File: src/rtl/core_ctrl_fsm_pkg.sv
// Shared types for the multi-cycle core controller: state encoding and
// RV32I major-opcode constants.
package core_ctrl_fsm_pkg;

  typedef enum logic [2:0] {
    ST_FETCH  = 3'd0,
    ST_DECODE = 3'd1,
    ST_EXEC   = 3'd2,
    ST_MEM    = 3'd3,
    ST_WB     = 3'd4,
    ST_TRAP   = 3'd5
  } ctrl_state_t;

  localparam logic [6:0] OPC_LUI    = 7'b0110111;
  localparam logic [6:0] OPC_AUIPC  = 7'b0010111;
  localparam logic [6:0] OPC_JAL    = 7'b1101111;
  localparam logic [6:0] OPC_JALR   = 7'b1100111;
  localparam logic [6:0] OPC_BRANCH = 7'b1100011;
  localparam logic [6:0] OPC_LOAD   = 7'b0000011;
  localparam logic [6:0] OPC_STORE  = 7'b0100011;
  localparam logic [6:0] OPC_OP_IMM = 7'b0010011;
  localparam logic [6:0] OPC_OP     = 7'b0110011;
  localparam logic [6:0] OPC_FENCE  = 7'b0001111;

  // x0 is hard-wired and FENCE has no destination, so neither writes the RF.
  function automatic logic writes_rd(input logic [4:0] rd, input logic [6:0] opc);
    return (rd != 5'd0) && (opc != OPC_FENCE);
  endfunction

endpackage

File: src/rtl/core_ctrl_fsm_opcode_dec.sv
// Combinational major-opcode classifier for core_ctrl_fsm.
module ctrl_opcode_dec
  import core_ctrl_fsm_pkg::*;
(
  input  logic [6:0] i_opcode,
  output logic       o_legal,
  output logic       o_is_load,
  output logic       o_is_store,
  output logic       o_is_branch,
  output logic       o_uses_imm
);

  always_comb begin
    o_legal     = 1'b1;
    o_is_load   = 1'b0;
    o_is_store  = 1'b0;
    o_is_branch = 1'b0;
    o_uses_imm  = 1'b0;
    case (i_opcode)
      OPC_LUI, OPC_AUIPC, OPC_JAL, OPC_JALR, OPC_OP_IMM: o_uses_imm = 1'b1;
      OPC_LOAD: begin
        o_is_load  = 1'b1;
        o_uses_imm = 1'b1;
      end
      OPC_STORE: begin
        o_is_store = 1'b1;
        o_uses_imm = 1'b1;
      end
      OPC_BRANCH:        o_is_branch = 1'b1;
      OPC_OP, OPC_FENCE: o_legal     = 1'b1;
      default:           o_legal     = 1'b0;
    endcase
  end

endmodule

File: src/rtl/core_ctrl_fsm.sv
// Multi-cycle Moore controller (FETCH/DECODE/EXEC/MEM/WB/TRAP), all outputs registered.
// Define CORE_CTRL_INSTRET_EN to add the 32-bit retired-instruction counter output instret.
module core_ctrl_fsm
  import core_ctrl_fsm_pkg::*;
(
  input  logic        clk,
  input  logic        rst_n,
  output logic        imem_req,
  input  logic        imem_ready,
  input  logic [31:0] imem_rdata,
  output logic [31:0] instr_q,
  output logic        dmem_req,
  output logic        dmem_we,
  input  logic        dmem_ack,
  output logic        alu_src_imm,
  output logic        rf_we,
  output logic        pc_we,
  output logic        trap,
  output logic [2:0]  state
`ifdef CORE_CTRL_INSTRET_EN
  ,
  output logic [31:0] instret
`endif
);

  ctrl_state_t r_state;
  logic [31:0] r_instr;
  logic        r_imem_req, r_dmem_req, r_dmem_we, r_alu_src_imm;
  logic        r_rf_we, r_pc_we, r_trap;
  logic        w_legal, w_is_load, w_is_store, w_is_branch, w_uses_imm;

  ctrl_opcode_dec u_dec (
    .i_opcode   (r_instr[6:0]),
    .o_legal    (w_legal),
    .o_is_load  (w_is_load),
    .o_is_store (w_is_store),
    .o_is_branch(w_is_branch),
    .o_uses_imm (w_uses_imm)
  );

  // Outputs are registered alongside the state they belong to, so each branch
  // loads the output values of the state being entered. Strobes default low.
  always_ff @(posedge clk or negedge rst_n) begin
    if (!rst_n) begin
      r_state       <= ST_FETCH;
      r_instr       <= '0;
      r_imem_req    <= 1'b0;
      r_dmem_req    <= 1'b0;
      r_dmem_we     <= 1'b0;
      r_alu_src_imm <= 1'b0;
      r_rf_we       <= 1'b0;
      r_pc_we       <= 1'b0;
      r_trap        <= 1'b0;
    end else begin
      r_imem_req    <= 1'b0;
      r_dmem_req    <= 1'b0;
      r_dmem_we     <= 1'b0;
      r_alu_src_imm <= 1'b0;
      r_rf_we       <= 1'b0;
      r_pc_we       <= 1'b0;
      case (r_state)
        ST_FETCH: begin
          // A ready only counts once the request is actually out (not in the
          // first cycle after reset release).
          if (r_imem_req && imem_ready) begin
            r_instr <= imem_rdata;
            r_state <= ST_DECODE;
          end else begin
            r_imem_req <= 1'b1;
          end
        end
        ST_DECODE: begin
          if (w_legal) begin
            r_state       <= ST_EXEC;
            r_alu_src_imm <= w_uses_imm;
            r_pc_we       <= w_is_branch;
          end else begin
            r_state <= ST_TRAP;
            r_trap  <= 1'b1;
          end
        end
        ST_EXEC: begin
          if (w_is_branch) begin
            r_state    <= ST_FETCH;
            r_imem_req <= 1'b1;
          end else if (w_is_load || w_is_store) begin
            r_state    <= ST_MEM;
            r_dmem_req <= 1'b1;
            r_dmem_we  <= w_is_store;
          end else begin
            r_state <= ST_WB;
            r_pc_we <= 1'b1;
            r_rf_we <= writes_rd(r_instr[11:7], r_instr[6:0]);
          end
        end
        ST_MEM: begin
          if (dmem_ack) begin
            if (w_is_store) begin
              // Store retires here; its PC strobe lands in the next FETCH cycle.
              r_state    <= ST_FETCH;
              r_imem_req <= 1'b1;
              r_pc_we    <= 1'b1;
            end else begin
              r_state <= ST_WB;
              r_pc_we <= 1'b1;
              r_rf_we <= writes_rd(r_instr[11:7], r_instr[6:0]);
            end
          end else begin
            r_dmem_req <= 1'b1;
            r_dmem_we  <= w_is_store;
          end
        end
        ST_WB: begin
          r_state    <= ST_FETCH;
          r_imem_req <= 1'b1;
        end
        ST_TRAP: r_trap <= 1'b1;
        default: begin
          r_state <= ST_TRAP;
          r_trap  <= 1'b1;
        end
      endcase
    end
  end

  assign imem_req    = r_imem_req;
  assign instr_q     = r_instr;
  assign dmem_req    = r_dmem_req;
  assign dmem_we     = r_dmem_we;
  assign alu_src_imm = r_alu_src_imm;
  assign rf_we       = r_rf_we;
  assign pc_we       = r_pc_we;
  assign trap        = r_trap;
  assign state       = r_state;

`ifdef CORE_CTRL_INSTRET_EN
  logic [31:0] r_instret;

  always_ff @(posedge clk or negedge rst_n) begin
    if (!rst_n) r_instret <= '0;
    else        r_instret <= r_instret + {31'd0, r_pc_we};
  end

  assign instret = r_instret;
`endif

endmodule
File: config.mk
export PLATFORM = sky130hd
export DESIGN_NAME = core_ctrl_fsm
export DESIGN_NICKNAME = d
export VERILOG_FILES = /design/src/rtl/core_ctrl_fsm_pkg.sv /design/src/rtl/core_ctrl_fsm_opcode_dec.sv /design/src/rtl/core_ctrl_fsm.sv
export SDC_FILE = /design/constraint.sdc
export NUM_CORES = 1
export LEC_CHECK = 0
export BUFFER_PORTS_ARGS = -buffer_cell sky130_fd_sc_hd__buf_2
export CORE_MARGIN = 4
export CORE_UTILIZATION = 41
export DETAILED_ROUTE_END_ITERATION = 12
export PLACE_DENSITY = 0.7
export SLEW_MARGIN = 10
export SYNTH_ARGS = -nofsm -noshare
export SYNTH_HDL_FRONTEND = slang
export SYNTH_SLANG_ARGS = --single-unit
export TNS_END_PERCENT = 100
File: constraint.sdc
create_clock -name clk -period 4.1 [get_ports clk]
set_input_delay 1.025 -clock clk [delete_from_list [all_inputs] [get_ports clk]]
set_output_delay 1.025 -clock clk [all_outputs]
set_load 0.005 [all_outputs]
== Word-level counts from Yosys, hierarchy flattened ==
Cells that the tools add are included.
Storage, ports and cells
  register bits: 42
Operators by class
  multiplexer cells: 39
  equality and inequality tests: 19
  reduce and logical (&&, ||, !) cells: 11
  bitwise operators: 2
Operators by type and width (count)
  1-bit 2-to-1 mux: 26
  7-bit by 6-bit equality test with 1-bit output (second input constant): 3
  7-bit equality test (second input constant): 3
  3-bit 2-to-1 mux: 6
  3-bit case mux with 6 select lines: 1
  7-bit by 5-bit equality test with 1-bit output (second input constant): 2
  10-bit OR reduction: 1
  1-bit case mux with 2 select lines: 4
  7-bit by 2-bit equality test with 1-bit output (second input constant): 1
  7-bit by 4-bit equality test with 1-bit output (second input constant): 1
  7-bit by 4-bit inequality test with 1-bit output (second input constant): 1
  7-bit OR reduction: 1
  3-bit by 2-bit equality test with 1-bit output (second input constant): 2
  3-bit equality test (second input constant): 2
  2-bit inequality test (second input constant): 3
  5-bit nonzero test: 1
  1-bit case mux with 4 select lines: 1
  2-bit AND reduction: 2
  4-bit OR reduction: 1
  3-bit by 1-bit equality test with 1-bit output (second input constant): 1
  3-bit logical NOT: 1
  1-bit case mux with 3 select lines: 1
  3-bit AND reduction: 1
  1-bit logical AND: 2
  other kinds (2): 3

== Logic depth before layout (Yosys ltp) ==
Gate-level depths: netlist of the first run.
  word-level depth: 6
  depth in mapped cells: 5
  mapped depth without buffers: 4

== By module ==
Synthesis of the first run repeated with hierarchy kept, for this count alone.
Second synthesis, totals
  cell total of the unflattened synthesis: 146
  area, all modules: 2013.2 um^2
By module, submodules not included
  core_ctrl_fsm: area each 1888.1 um^2, cells each 129, times used 1
  ctrl_opcode_dec: area each 125.1 um^2, cells each 17, times used 1

== Worst setup path after synthesis of the first run ==
OpenSTA, ideal clock, no wires.
  kind: input port to flip-flop
  from: input port imem_ready
  to: register r_instr[0], in the netlist instr_q[0]
  stages on the path: 4
  data required time: 3.975 ns
  path slack: 2.021 ns
  setup time: 0.125 ns
  buffers on the path: 1
  arrival: 1.954 ns
  path through: nand2_1 > nor4_4 > buf_6 > mux2_2
Between the ends
  longest elaborated chain between the ends: 2
RTL lines
  start, declared: line core_ctrl_fsm.sv:9  | input logic imem_ready,
  1-bit logical AND: line core_ctrl_fsm.sv:65  | if (r_imem_req && imem_ready) begin
  2-bit AND reduction (no source line)
  end signal, assigned: line core_ctrl_fsm.sv:66  | r_instr <= imem_rdata;
  end, declared: line core_ctrl_fsm.sv:27  | logic [31:0] r_instr;
Every way passes these cells.
A chain may end at the register's enable or synchronous reset.

== Final worst setup path of the first run ==
  from: register r_state[0], in the netlist state[0]
  to: output port state[0]
RTL lines
  start, declared: line core_ctrl_fsm.sv:26  | ctrl_state_t r_state;
  start signal, assigned: line core_ctrl_fsm.sv:45  | r_state <= ST_FETCH;
  start signal, assigned: line core_ctrl_fsm.sv:67  | r_state <= ST_DECODE;
  start signal, assigned: line core_ctrl_fsm.sv:74  | r_state <= ST_EXEC;
  end, declared: line core_ctrl_fsm.sv:19  | output logic [2:0] state
No word-level cell between the ends.

==> results of run 1 <==
final timing paths:
path / start / end / slack, ps / cells after the start
setup / recovery: state[0] / state[0] / 1990 / 1
setup reg to reg: state[2] / instr_q[14] / 2320 / 3
min in group asynchronous: rst_n / imem_req / 870 / 1
hold reg to reg: trap / trap / 470 / 2
hold / removal: trap / trap / 470 / 2
max in group asynchronous: rst_n / instr_q[5] / 2670 / 1
flip-flops by register name, indices dropped and copies added (netlist names):
| name | flops |
|---|---|
| instr_q | 32 |
| state | 3 |
| alu_src_imm | 1 |
| dmem_req | 1 |
| dmem_we | 1 |
| imem_req | 1 |
| pc_we | 1 |
| rf_we | 1 |
| trap | 1 |
tightest hold or removal path: stages, from the launching register on:
cell and delay [ps]:
dfrtp_1 350, inv_1 40, o31ai_1 50
metal layers:
layer  vias up  share of wire [%]  GRT usage, %
li1        673                  -             -
met1       674                 42          19.6
met2        41                 51          25.6
met3         4                6.3          3.96
met4         0                1.2          6.41
met5         -                  0             0
synthesized netlist by cell type, types with 2 or more instances:
cell type,instances,area (sq um)
a21oi_1,5,25.0
a31oi_1,3,18.8
and2_1,3,18.8
buf_6,4,45.0
dfrtp_1,42,1050
inv_1,3,11.3
mux2_1,2,22.5
mux2_2,31,349
nand2_1,7,26.3
nand2b_1,2,12.5
nand3_1,2,10.0
nor2_1,6,22.5
nor3_1,2,10.0
o21ai_0,6,30.0
o22ai_1,2,12.5
layout make-up:
cell class / count / area (sq um)
well taps: 52 / 65.1
multi-input cells: 91 / 746
clock inverters: 1 / 30.0
flip-flops and latches: 42 / 1050
fillers: 395 / 2010
repair buffers: 78 / 393
clock buffers: 6 / 82.6
inverters: 3 / 11.3
cell families (layout without fill, tap and decap cells):
group / Yosys count / after routing / share of synthesized area (%)
DFF: 42 / 42 / 56.4
and+or+nand+nor: 34 / 34 / 11.5
muxes: 33 / 33 / 19.9
AOI/OAI and AO/OA: 24 / 24 / 8.59
buffers and inverters: 9 / 88 / 3.62
through the flow:
stage               cell area, sq um  cells
finish                          2380    273
global route                    2380    273
CTS                             2380    273
detailed placement              2270    266
global placement                2270    266
floorplan                       1860    142
cell usage in the layout (no fill, tap or decap), types with 2 or more instances in the layout:
cell type / instances
nand3_1: 2
nor2_1: 6
mux2_2: 31
mux2_1: 2
o22ai_1: 2
and2_1: 3
dfrtp_1: 42
nor3_1: 2
a31oi_1: 3
o21ai_0: 6
buf_2: 77
inv_1: 3
nand2b_1: 2
clkbuf_8: 6
a21oi_1: 5
nand2_1: 7
where the power goes:
part / internal, mW / leakage (nW) / switching (mW)
registers: 0.414 / 0.566 / 0
clock network: 0.195 / 0.0573 / 0.131
logic: 0.0124 / 0.665 / 0.0124
total: 0.621 / 1.29 / 0.144
==> impl_metrics.yaml, run 1 <==
synth:
  ys_warn_count: 0
  synth_edf_count: 0
  syn-num-nets: 178
  synth_ff_type: "dfrtp_1"
  syn_avg_cell_area_sq_um: 13.1
  ys_async_sr_fraction_pct: 100
  synth-seq-cells: 42
  netlist_instances: 142
  yosysSeqAreaShare_pct: 56.4
  synth_cell_type_count: 37
  synth_area_sq_um: 1860
final_layout:
  antennaDiodeCount: 0
  nNetsFinal: 257
  syn_to_final_growth_pct: 27.6
  post-route-util_pct: 54.3
  drive_gt1_share_pct: 55.2
floorplanning:
  start_util_pct: 42.5
  coreArea_sq_um: 4380
  rows: 24
  die_h_um: 75.4
  ios: 78
  fp.dieW_um: 75.4
  die-area_sq_um: 5690
pwr:
  power.total_mw: 0.765
  vdd_ir_drop_max_v: 0.000173
  leakage_nw: 1.29
  power_density_nw_per_um2: 322
clock_tree:
  hold_buffers: 0
  postCtsSetupBuffers: 0
  cts_resized: 0
  htree_levels: 2
  clock-sinks: 42
  cts_buffers: 5
  clk_pin_slew_worst_paths_ps: 80
  cts_tree: "done"
  cts_buffer_depth: 2
  insertion_delay_ps: 280
  cts_root_buffer: "clkbuf_8"
critical_path:
  cp_slowest_cell: "dfrtp_1"
  arrival_ps: 1080
  cp_data_required_time_ps: 3070
  cpLargestDelayFamily: "flip-flops"
  cp_max_fo: 12
  slowest_delay_ps: 600
  path_buf_inv: 1
  worst_setup_path_start_kind: "register"
  critPathCaptureType: "primary output"
  crit_type: "register to primary output"
  path_cells: "buf_2"
sta:
  clock_skew_ps: 8.65
  fin_crit_ps: 2110
  finalSetupViolCount: 0
  hold_violations: 0
  relSlewSlack_pct: 39.5
  fin_ws_ps: 1990
  fin_worst_hold_slack_ps: 466
  final_max_slew_viol_count: 0
  setup-tns-final_ps: 0
  fmax_mhz: 475
  tightest_slew_ps: 907
  rsz0062_at_grt: "no"
  fin_crit_sh_pct: 51.4
grt:
  antenna_found_initial: 0
  track_usage_pct: 15.6
  grt_pass1_wl_um: 6590
  grt_pass1_vias: 1383
  grt_max_degree: 43
  gr-total-overflow: 0
detailed_routing:
  vias_per_cell: 5.10
  wirelength_um: 3940
  ant_nets: 0
  wl_per_cell_um: 14.4
  drc: 0
  firstDrtPassIters: 4
  routed-via-count: 1392
  dr.first_iter.drc_count: 85
flow_run:
  max-cap-violations: 0
hold_path:
  hold_path_class: "register to register"
run_status:
  status: "complete, no violations"
placed_design:
  dp_hpwl_um: 2910
  pre_cts_slack_ps: 1800
  place_congestion: 0.794
  port-buffer-count: 77
Note: power is estimated with default switching activity, not from simulation.
==> inputs of run 2 (changes only) <==
ABC_AREA = 1   (was default)
clock period = 2 ns   (was 4.1 ns; I/O delays follow)
==> run 2 against run 1 <==
Combinational power is 120% higher. Clock skew is 5.9 ps lower. Die area rose by 3.5%. Count of clock-buffer cells in the layout increased by 1. Cell area up 3.5%. Synthesized area rose by 3.9%. Via count about the same. First-iteration DRC count decreased by 61%. Final cell count increased by 9.5%. Critical path type unchanged. Highest routed layer unchanged.
==> impl_metrics.yaml, run 2 <==
detailed_routing:
  routed-via-count: 1391
  vias_per_cell: 4.65
  wl_per_cell_um: 13.1
  wirelength_um: 3900
  firstDrtPassIters: 4
  drc: 0
  dr.first_iter.drc_count: 33
  ant_nets: 0
clock_tree:
  postCtsSetupBuffers: 0
  cts_root_buffer: "clkbuf_8"
  cts_buffers: 5
  htree_levels: 2
  clk_pin_slew_worst_paths_ps: 80
  cts_buffer_depth: 2
  hold_buffers: 0
  clock-sinks: 42
  cts_tree: "done"
  insertion_delay_ps: 280
  cts_resized: 0
run_status:
  status: "complete, no violations"
placed_design:
  port-buffer-count: 77
  place_area_sq_um: 2360
  dp_hpwl_um: 2900
  pre_cts_slack_ps: 373
  place_inst: 291
  place_congestion: 0.800
synth:
  yosysSeqAreaShare_pct: 54.3
  ys_top_cells_by_area: "dfrtp_1 54%, mux2_4 17%, nand2_1 5.2%"
  synth_area_sq_um: 1940
  synth_ff_type: "dfrtp_1"
  yosysTopAreaCellShare_pct: 54.3
  synth_cell_type_count: 23
  netlist_instances: 164
  synth-seq-cells: 42
  syn-num-nets: 200
  synth_most_common_cell: "dfrtp_1"
  synthTopCellsByCount: "42 x dfrtp_1, 27 x nand2_1, 22 x mux2_4, 19 x nor2_1, 12 x inv_1"
  ys_warn_count: 0
  synth_edf_count: 0
  syn_avg_cell_area_sq_um: 11.8
  ys_async_sr_fraction_pct: 100
  yosys.area.top_type: "dfrtp_1"
sta:
  finalSetupViolCount: 0
  tightest_slew_ps: 521
  clock_skew_ps: 2.72
  relSlewSlack_pct: 65.2
  setup-tns-final_ps: 0
  final_max_slew_viol_count: 0
  rsz0062_at_grt: "no"
  fin_ws_ps: 518
  hold_violations: 0
  fmax_mhz: 675
  fin_crit_ps: 1480
  fin_crit_sh_pct: 74.1
flow_run:
  max-cap-violations: 0
final_layout:
  seq_area_sq_um: 1050
  fillCellCount: 407
  stdcell_count: 299
  nNetsFinal: 282
  largest_register_ff_count: 32
  layout_common_cells: "77 x buf_2, 42 x dfrtp_1, 27 x nand2_1"
  postLayoutCellArea_sq_um: 2460
  multiInputGateArea_sq_um: 776
  syn_to_final_growth_pct: 27.1
  layout_commonest_cell: "buf_2"
  antennaDiodeCount: 0
  drive_gt1_share_pct: 49.8
floorplanning:
  rows: 24
  die_h_um: 76.7
  coreArea_sq_um: 4470
  fp.dieW_um: 76.7
  ios: 78
  start_util_pct: 43.3
  die-area_sq_um: 5890
critical_path:
  cpLargestDelayFamily: "flip-flops"
  arrival_ps: 980
  crit_type: "register to primary output"
  cp_max_fo: 5
  path_depth: 1
  path_cells: "buf_2"
  r2r_cells: 5
  path_buf_inv: 1
  critPathCaptureType: "primary output"
  r2r_start: "state[0]"
  reg2reg_to: "instr_q[14]"
  cp-startpoint: "state[2]"
  cp_slowest_cell: "dfrtp_1"
  worst_setup_path_start_kind: "register"
  cp_data_required_time_ps: 1500
  rrSetupSlack_ps: 590
  cp-endpoint: "state[2]"
  slowest_delay_ps: 520
pwr:
  seqPwrFrac_pct: 54.9
  p_sw_mw: 0.296
  power.share.switching_pct: 19.1
  vdd_ir_drop_max_v: 0.000322
  leakage_nw: 1.53
  comb_power_share_pct: 3.6
  pwr-share-clk_pct: 41.5
  power_density_nw_per_um2: 628
  internal-power_mw: 1.25
grt:
  gr-total-overflow: 0
  grt_pass1_wl_um: 6600
  track_usage_pct: 13.9
  grt_max_degree: 37
  antenna_found_initial: 0
  grt_pass1_vias: 1383
hold_path:
  hold_path_class: "primary input to asynchronous set/reset pin"
[run 2: changes by cell type after synthesis, moves of 4 or more]
cell     change
inv_1        +9
mux2_2      -25
mux2_4      +22
nand2_1     +20
nand3_1      +7
nor2_1      +13
o21ai_0      -4
[run 2: power by group through the flow]
stage	registers [mW]	logic, mW	clock network [mW]
CTS	0.848	0.0581	0.663
finish	0.848	0.0557	0.642
detailed placement	0.865	0.0576	0
floorplan	0.866	0.00185	0
global placement	0.865	0.0585	0
global route	0.848	0.0648	0.706
[run 2: logic make-up (layout without fill, tap and decap cells)]
group / count (synthesis) / after routing / share of synthesized area, %
muxes: 28 / 28 / 20.5
buffers and inverters: 18 / 101 / 5.68
DFF: 42 / 42 / 54.3
and+or+nand+nor: 65 / 65 / 16.2
AOI/OAI and AO/OA: 11 / 11 / 3.30
[run 2: worst min-delay path by stage]
stage	to	slack, ps	cells past startpoint
global placement	trap	440	2
global route	instr_q[13]	220	1
floorplan	alu_src_imm	200	0
finish	instr_q[24]	180	1
CTS	instr_q[24]	190	1
detailed placement	trap	450	2
[run 2: cell type report]
cell class              count  area share, %
flip-flops and latches     42           42.7
multi-input cells         104           31.5
repair buffers             78           16.5
clock buffers               7           3.10
well taps                  52           2.64
inverters                  15           2.39
clock inverters             1           1.22
[run 2: routing by layer]
layer  global-route usage [%]  routed length (um)
met5                        0                   0
met2                     22.6                1760
met1                     17.5                1750
met4                     3.80                  43
met3                     5.04                 349
[run 2: stage by stage]
stage                     total power, mW  hold WS [ps]  util (%)
after floorplan                     0.867           204         -
after global placement              0.924           442      52.7
after detailed placement            0.923           452      52.7
after CTS                            1.57           190      55.0
after global routing                 1.62           216      55.0
final                                1.55           180      55.0
